`src/rtl/mg_cpa_pipe.sv`:
```
// mg_cpa_pipe: pipelined carry-propagate adder resolving one SEG_W-bit segment per stage
// Ports:
//   clk, rst_n           rising-edge clock, asynchronous active-low reset
//   in_valid, in_ready   input handshake; a transfer occurs when both are high
//   a, b, cin            WIDTH-bit addends and carry-in to bit 0
//   out_valid, out_ready output handshake; a transfer occurs when both are high
//   sum, cout            (a+b+cin) mod 2^WIDTH and carry out of bit WIDTH-1
//   ovf                  signed overflow, present only when MG_CPA_PIPE_OVF_EN is defined
// Latency is WIDTH/SEG_W cycles, throughput one result per cycle.
module mg_cpa_pipe #(
    parameter int WIDTH = 32,
    parameter int SEG_W = 8
) (
    input  logic             clk,
    input  logic             rst_n,
    input  logic             in_valid,
    output logic             in_ready,
    input  logic [WIDTH-1:0] a,
    input  logic [WIDTH-1:0] b,
    input  logic             cin,
    output logic             out_valid,
    input  logic             out_ready,
    output logic [WIDTH-1:0] sum,
    output logic             cout
`ifdef MG_CPA_PIPE_OVF_EN
    ,
    output logic             ovf
`endif
);
    localparam int NSEG = WIDTH / SEG_W;
    logic [NSEG-1:0] v;
    logic [NSEG:0]   en;
    // A stage advances when it is empty or its successor advances, so bubbles never block.
    always_comb begin
        en[NSEG] = out_ready;
        for (int k = NSEG - 1; k >= 0; k--) en[k] = !v[k] || en[k+1];
    end
    for (genvar k = 0; k < NSEG; k++) begin : g
        localparam int LO = k * SEG_W;
        localparam int HI = LO + SEG_W;
        logic [WIDTH-1:LO] a_in, b_in;
        logic              ci, v_in, v_r, c_r;
        logic [SEG_W:0]    cv;
        logic [SEG_W-1:0]  p;
        logic [HI-1:0]     s_new, s_r;
        if (k == 0) begin : g_src
            assign a_in  = a;
            assign b_in  = b;
            assign ci    = cin;
            assign v_in  = in_valid && en[0];
            assign s_new = p ^ cv[SEG_W-1:0];
        end else begin : g_src
            assign a_in  = g[k-1].g_op.a_r;
            assign b_in  = g[k-1].g_op.b_r;
            assign ci    = g[k-1].c_r;
            assign v_in  = v[k-1];
            assign s_new = {p ^ cv[SEG_W-1:0], g[k-1].s_r};
        end
        assign p = a_in[HI-1:LO] ^ b_in[HI-1:LO];
        always_comb begin
            cv[0] = ci;
            for (int i = 0; i < SEG_W; i++) cv[i+1] = (a_in[LO+i] && b_in[LO+i]) || (p[i] && cv[i]);
        end
        always_ff @(posedge clk or negedge rst_n) begin
            if (!rst_n) begin
                v_r <= 1'b0;
                c_r <= 1'b0;
                s_r <= '0;
            end else if (en[k]) begin
                v_r <= v_in;
                if (v_in) begin
                    c_r <= cv[SEG_W];
                    s_r <= s_new;
                end
            end
        end
        assign v[k] = v_r;
        // Only the still-unresolved upper operand bits travel down the pipe.
        if (k < NSEG - 1) begin : g_op
            logic [WIDTH-1:HI] a_r, b_r;
            always_ff @(posedge clk or negedge rst_n) begin
                if (!rst_n) begin
                    a_r <= '0;
                    b_r <= '0;
                end else if (en[k] && v_in) begin
                    a_r <= a_in[WIDTH-1:HI];
                    b_r <= b_in[WIDTH-1:HI];
                end
            end
        end
    end
    assign in_ready  = en[0];
    assign out_valid = v[NSEG-1];
    assign sum       = g[NSEG-1].s_r;
    assign cout      = g[NSEG-1].c_r;
`ifdef MG_CPA_PIPE_OVF_EN
    // Signed overflow: carry into the MSB differs from carry out of it.
    always_ff @(posedge clk or negedge rst_n) begin
        if (!rst_n) ovf <= 1'b0;
        else if (en[NSEG-1] && g[NSEG-1].v_in) ovf <= g[NSEG-1].cv[SEG_W] ^ g[NSEG-1].cv[SEG_W-1];
    end
`endif
endmodule

```
`config.mk`:
```
export PLATFORM = sky130hd
export DESIGN_NAME = mg_cpa_pipe
export DESIGN_NICKNAME = d
export VERILOG_FILES = /design/src/rtl/mg_cpa_pipe.sv
export SDC_FILE = /design/constraint.sdc
export NUM_CORES = 1
export LEC_CHECK = 0
export CAP_MARGIN = 15
export CORE_ASPECT_RATIO = 1.4
export CORE_MARGIN = 2
export CORE_UTILIZATION = 43
export CTS_CLUSTER_SIZE = 12
export DETAILED_ROUTE_END_ITERATION = 7
export GPL_TIMING_DRIVEN = 1
export PLACE_DENSITY = 0.66
export SLEW_MARGIN = 20
export SYNTH_ARGS = -nofsm -noshare
export SYNTH_HDL_FRONTEND = slang
export SYNTH_SLANG_ARGS = --single-unit
```
`constraint.sdc`:
```
create_clock -name clk -period 5.6 [get_ports clk]
set_input_delay 1.4 -clock clk [delete_from_list [all_inputs] [get_ports clk]]
set_output_delay 1.4 -clock clk [all_outputs]
set_load 0.02 [all_outputs]
```
Word-level counts from Yosys, hierarchy flattened
Cells that the tools add are included.

word-level totals
  output and inout bits = 35
  register bits after elaboration = 184
  word-level logic and storage cells = 138
  input port bits = 69

operators by class
  bitwise logic cells = 8
  reductions and logical operators = 112

operator list
  cell                 count
  1-bit logical AND    68
  8-bit XOR            8
  1-bit logical OR     36
  2-bit AND reduction  4
  1-bit zero test      4

Depth between registers and ports, before layout
  word-level depth = 17
  mapped depth = 12
  depth with buffers taken out = 12

Worst setup path after synthesis
No wires, ideal clock.

  path kind = input-to-reg
  start point = input port a[0]
  end point = register g[0].s_r[7]
  arrival time = 4480 ps
  library setup time = 79 ps
  buffers on the path = 0
  path slack = 1041 ps
  required time = 5521 ps
  cell stages on the path = 12
  path through = inv_1 > fa_1 > inv_1 > fa_1 > fa_1 > fa_1 > fa_1 > fa_1 > fa_1 > inv_1 > fa_1 > mux2i_1

between the ends
  word-level cells in the longest chain between the ends = 16

RTL lines
  item                    line  RTL
  start: declaration      18    input logic [WIDTH-1:0] a,
  8-bit XOR               59    assign p = a_in[HI-1:LO] ^ b_in[HI-1:LO];
  1-bit logical AND       62    for (int i = 0; i < SEG_W; i++) cv[i+1] = (a_in[LO+i] && b_in[LO+i]) || (p[i] && cv[i]);
  1-bit logical OR (*)    62
  1-bit logical AND (*)   62
  1-bit logical OR (*)    62
  1-bit logical AND (*)   62
  1-bit logical OR (*)    62
  1-bit logical AND (*)   62
  1-bit logical OR (*)    62
  1-bit logical AND (*)   62
  1-bit logical OR (*)    62
  1-bit logical AND (*)   62
  1-bit logical OR (*)    62
  1-bit logical AND (*)   62
  1-bit logical OR (*)    62
  8-bit XOR (*)           51    assign s_new = p ^ cv[SEG_W-1:0];
  end signal: assignment  73    s_r <= s_new;
  end: declaration        45    logic [HI-1:0] s_new, s_r;

Every way passes the cells marked *; elsewhere a longest branch is shown, timed or not.
A chain may end at the register's enable or synchronous reset.

Worst setup path in the final report
  start point = input port b[0]
  end point = register g[0].s_r[7]

between the ends
  word-level cells in the longest chain between the ends = 16

RTL lines
  item                   line  RTL
  start: declaration     19    input logic [WIDTH-1:0] b,
  8-bit XOR              59
  1-bit logical AND      62
  1-bit logical OR (*)   62
  1-bit logical AND (*)  62
  1-bit logical OR (*)   62
  1-bit logical AND (*)  62
  1-bit logical OR (*)   62
  1-bit logical AND (*)  62
  1-bit logical OR (*)   62
  1-bit logical AND (*)  62
  1-bit logical OR (*)   62
  1-bit logical AND (*)  62
  1-bit logical OR (*)   62
  1-bit logical AND (*)  62
  1-bit logical OR (*)   62
  8-bit XOR (*)          51

Marked as above.

==> impl_metrics.yaml <==
yosys:
  synth-seq-area-share_pct: 59.48
  postSynthAreaPerCell_sq_um: 16.54
  yosysWarnings: 0
  ys_top_cells_by_area: "dfrtp_1, mux2_2, fa_1"
  synth_top_area_cell: "dfrtp_1"
  synth.distinct_cells: 18
  synth_top_area_share_pct: 59.48
  synth_cells: 468
  syn-cell-area_sq_um: 7741
  synth_nets: 569
  ys_seq_elements: 184
power:
  p_leak_nw: 4.174
  powerDensity_nw_per_um2: 480.4
  ir_drop_v: 0.0001903
  total_power_mw: 4.584
cts:
  clk_pin_slew_ns: 0.07
  clk_latency_ns: 0.43
  cts_max_path_buffers: 2
  cts_hold_buf: 0
  tritoncts: "done"
  root_buffer: "clkbuf_16"
  post_cts_buffers: 0
  ctsHtreeMaxLevel: 4
  post_cts_resized: 0
  cts.sinks: 184
  cts_inserted_buffers: 17
final_layout:
  n_fill_cell: 1476
  nets: 675
  final_cells: 826
  drive_above_1_share_pct: 34.98
  multi_input_area_sq_um: 2868
  diodes: 0
  seq_area_sq_um: 4604
  syn_to_final_growth_pct: 23.26
critical_path:
  crit_cells: 13
  cp_common_cell: "fa_1"
  crit_family: "adder cells"
  max_stage_delay_ns: 0.41
  crit_fanout: 1
  crit_path_start_kind: "input pin"
  cp.required_ns: 5.94
  path_cells: "clkdlybuf4s50_1, inv_1, fa_1, inv_1, fa_1, fa_1, fa_1, fa_1, fa_1, fa_1, inv_1, fa_1, mux2i_1"
  crit_slowest_cell: "clkdlybuf4s50_1"
  path_buf_inv: 4
  reg2reg_depth: 12
  arrival_ns: 5.10
  end_kind: "register"
  worst-setup-path-type: "in -> reg"
routing:
  drt-initial-drc-count: 149
  dr_wl_met3_microns: 376
  drt_first_pass_iters: 4
  vias: 3920
  antenna_left: 0
  wl_per_cell_microns: 15.62
  met1_length_mm: 5.193
  wl_mm: 12.90
  top_layer: "met4"
  viasPerCell: 4.746
  drc: 0
  wl_met2_mm: 7.092
sta:
  hold_viol_final: 0
  maxSlewViolCount: 0
  setup_violations: 0
  finalSetupTns_ns: 0
  skew_ns: 0.01290
  grt_setup_unrepaired: "no"
  period_share_pct: 85.00
  maxSlewHeadroom_pct: 27.62
  max_freq_ghz: 0.2101
  tightest_slew_ns: 1.082
  fin_crit_ns: 4.760
worst_hold_path:
  hold-path-cell-count: 1
  hold_path.class: "reg -> reg"
floorplan:
  dieWidth_microns: 117.4
  core_sq_um: 17780
  std_cell_rows: 58
  initial_core_util_pct: 43.54
  die_area_sq_um: 19110
  fp.dieH_microns: 162.8
  num_io_pins: 104
grt:
  grt_pass1_vias: 4367
  grt_overflow: 0
  grt_pass1_wl_mm: 21.89
  grtUsageTotal_pct: 14.79
  grt_max_degree: 102
  antenna_found_initial: 0
status:
  outcome: "complete, no violations"
placed_design:
  hpwl_mm: 8.643
  routabilityCongestion: 0.7776
  dp_cells: 795
  numPortBuffers: 103
job:
  maxCapViolCount: 0
-- cell usage after synthesis (all sizes together) --
master and instances:
o21ai 10, nand3b 1, fa 32, nand2 3, dfrtp 184, buf 19, or2 1, inv 36
mux2 166, a21boi 1, mux2i 9, and4b 1, nand2b 5
-- worst paths after layout --
check | slack [ns] | end | startpoint
max in group asynchronous | 3.37 | g[0].g_op.a_r[25] | rst_n
worst min register to register | 0.50 | sum[20] | g[2].s_r[20]
worst max-delay path | 0.84 | g[0].s_r[7] | b[0]
min in group asynchronous | 1.06 | g[0].g_op.a_r[12] | rst_n
worst min-delay path | 0.50 | sum[20] | g[2].s_r[20]
worst max register to register | 1.77 | g[2].s_r[23] | g[1].c_r
-- worst register-to-register path, delay by kind of cell, from the launching register on --
kind                     cells  cell delay, ns
flip-flops                   1            0.38
multiplexers                 1            0.13
buffers and inverters        3            0.23
adder cells (fa/ha/maj)      8            2.99
-- kinds of logic (layout without fill, tap and decap cells) --
logic type               count (synthesis)  count (layout)  share of synthesized area (%)
multiplexers                           175             175                          26.86
flip-flops                             184             184                          59.48
AO/OA/AOI/OAI                           11              11                         0.7920
adder cells (fa/ha/maj)                 32              32                          8.275
AND/OR/NAND/NOR                         11              11                         0.9536
buffers and inverters                   55             173                          3.637
-- cell type report --
type | instances | share of cell area (%)
Multi-Input combinational cell | 229 | 30.06
Clock buffer | 22 | 5.075
Sequential cell | 184 | 48.26
Timing Repair Buffer | 106 | 11.08
Tap cell | 240 | 3.147
Clock inverter | 9 | 0.9704
Inverter | 36 | 1.416
-- state kept, by name (all words and copies together) (netlist names) --
signal,count
g.g_op.a_r,48
g.g_op.b_r,48
g.s_r,48
sum,32
g.c_r,3
g.v_r,3
cout,1
out_valid,1
-- power by group --
group,total (mW),internal (mW),switching (mW)
combinational,1.39,0.810,0.578
clock,1.15,0.660,0.487
sequential,2.05,1.79,0.256
total,4.58,3.26,1.32
-- through the flow --
stage                     instance area (sq um)  worst slack, ns  hold slack (ns)  util (%)
after floorplan                            7741            1.041           0.4492         -
after global placement                     8965           0.5523           0.4756     50.42
after detailed placement                   8965           0.4151           0.4893     50.42
after CTS                                  9542           0.8604           0.5032     53.67
after global routing                       9542           0.6660           0.5160     53.67
final                                      9542           0.8400           0.4983     53.67
-- cell usage in the layout (no fill, tap or decap), types with 4 or more instances in the layout --
cell type          n
inv_1             36
mux2_4            32
mux2i_1            9
clkbuf_8           5
o21ai_0           10
nand2b_1           4
clkdlybuf4s50_1  102
fa_1              32
clkbuf_16         17
mux2_2           134
dfrtp_1          184
-- per-layer routing --
metal	global-route usage, %	up-vias
li1	-	1790
met5	0	-
met3	3.536	16
met4	5.969	0
met1	17.28	2054
met2	26.29	60
Note: power is estimated with default switching activity, not from simulation.
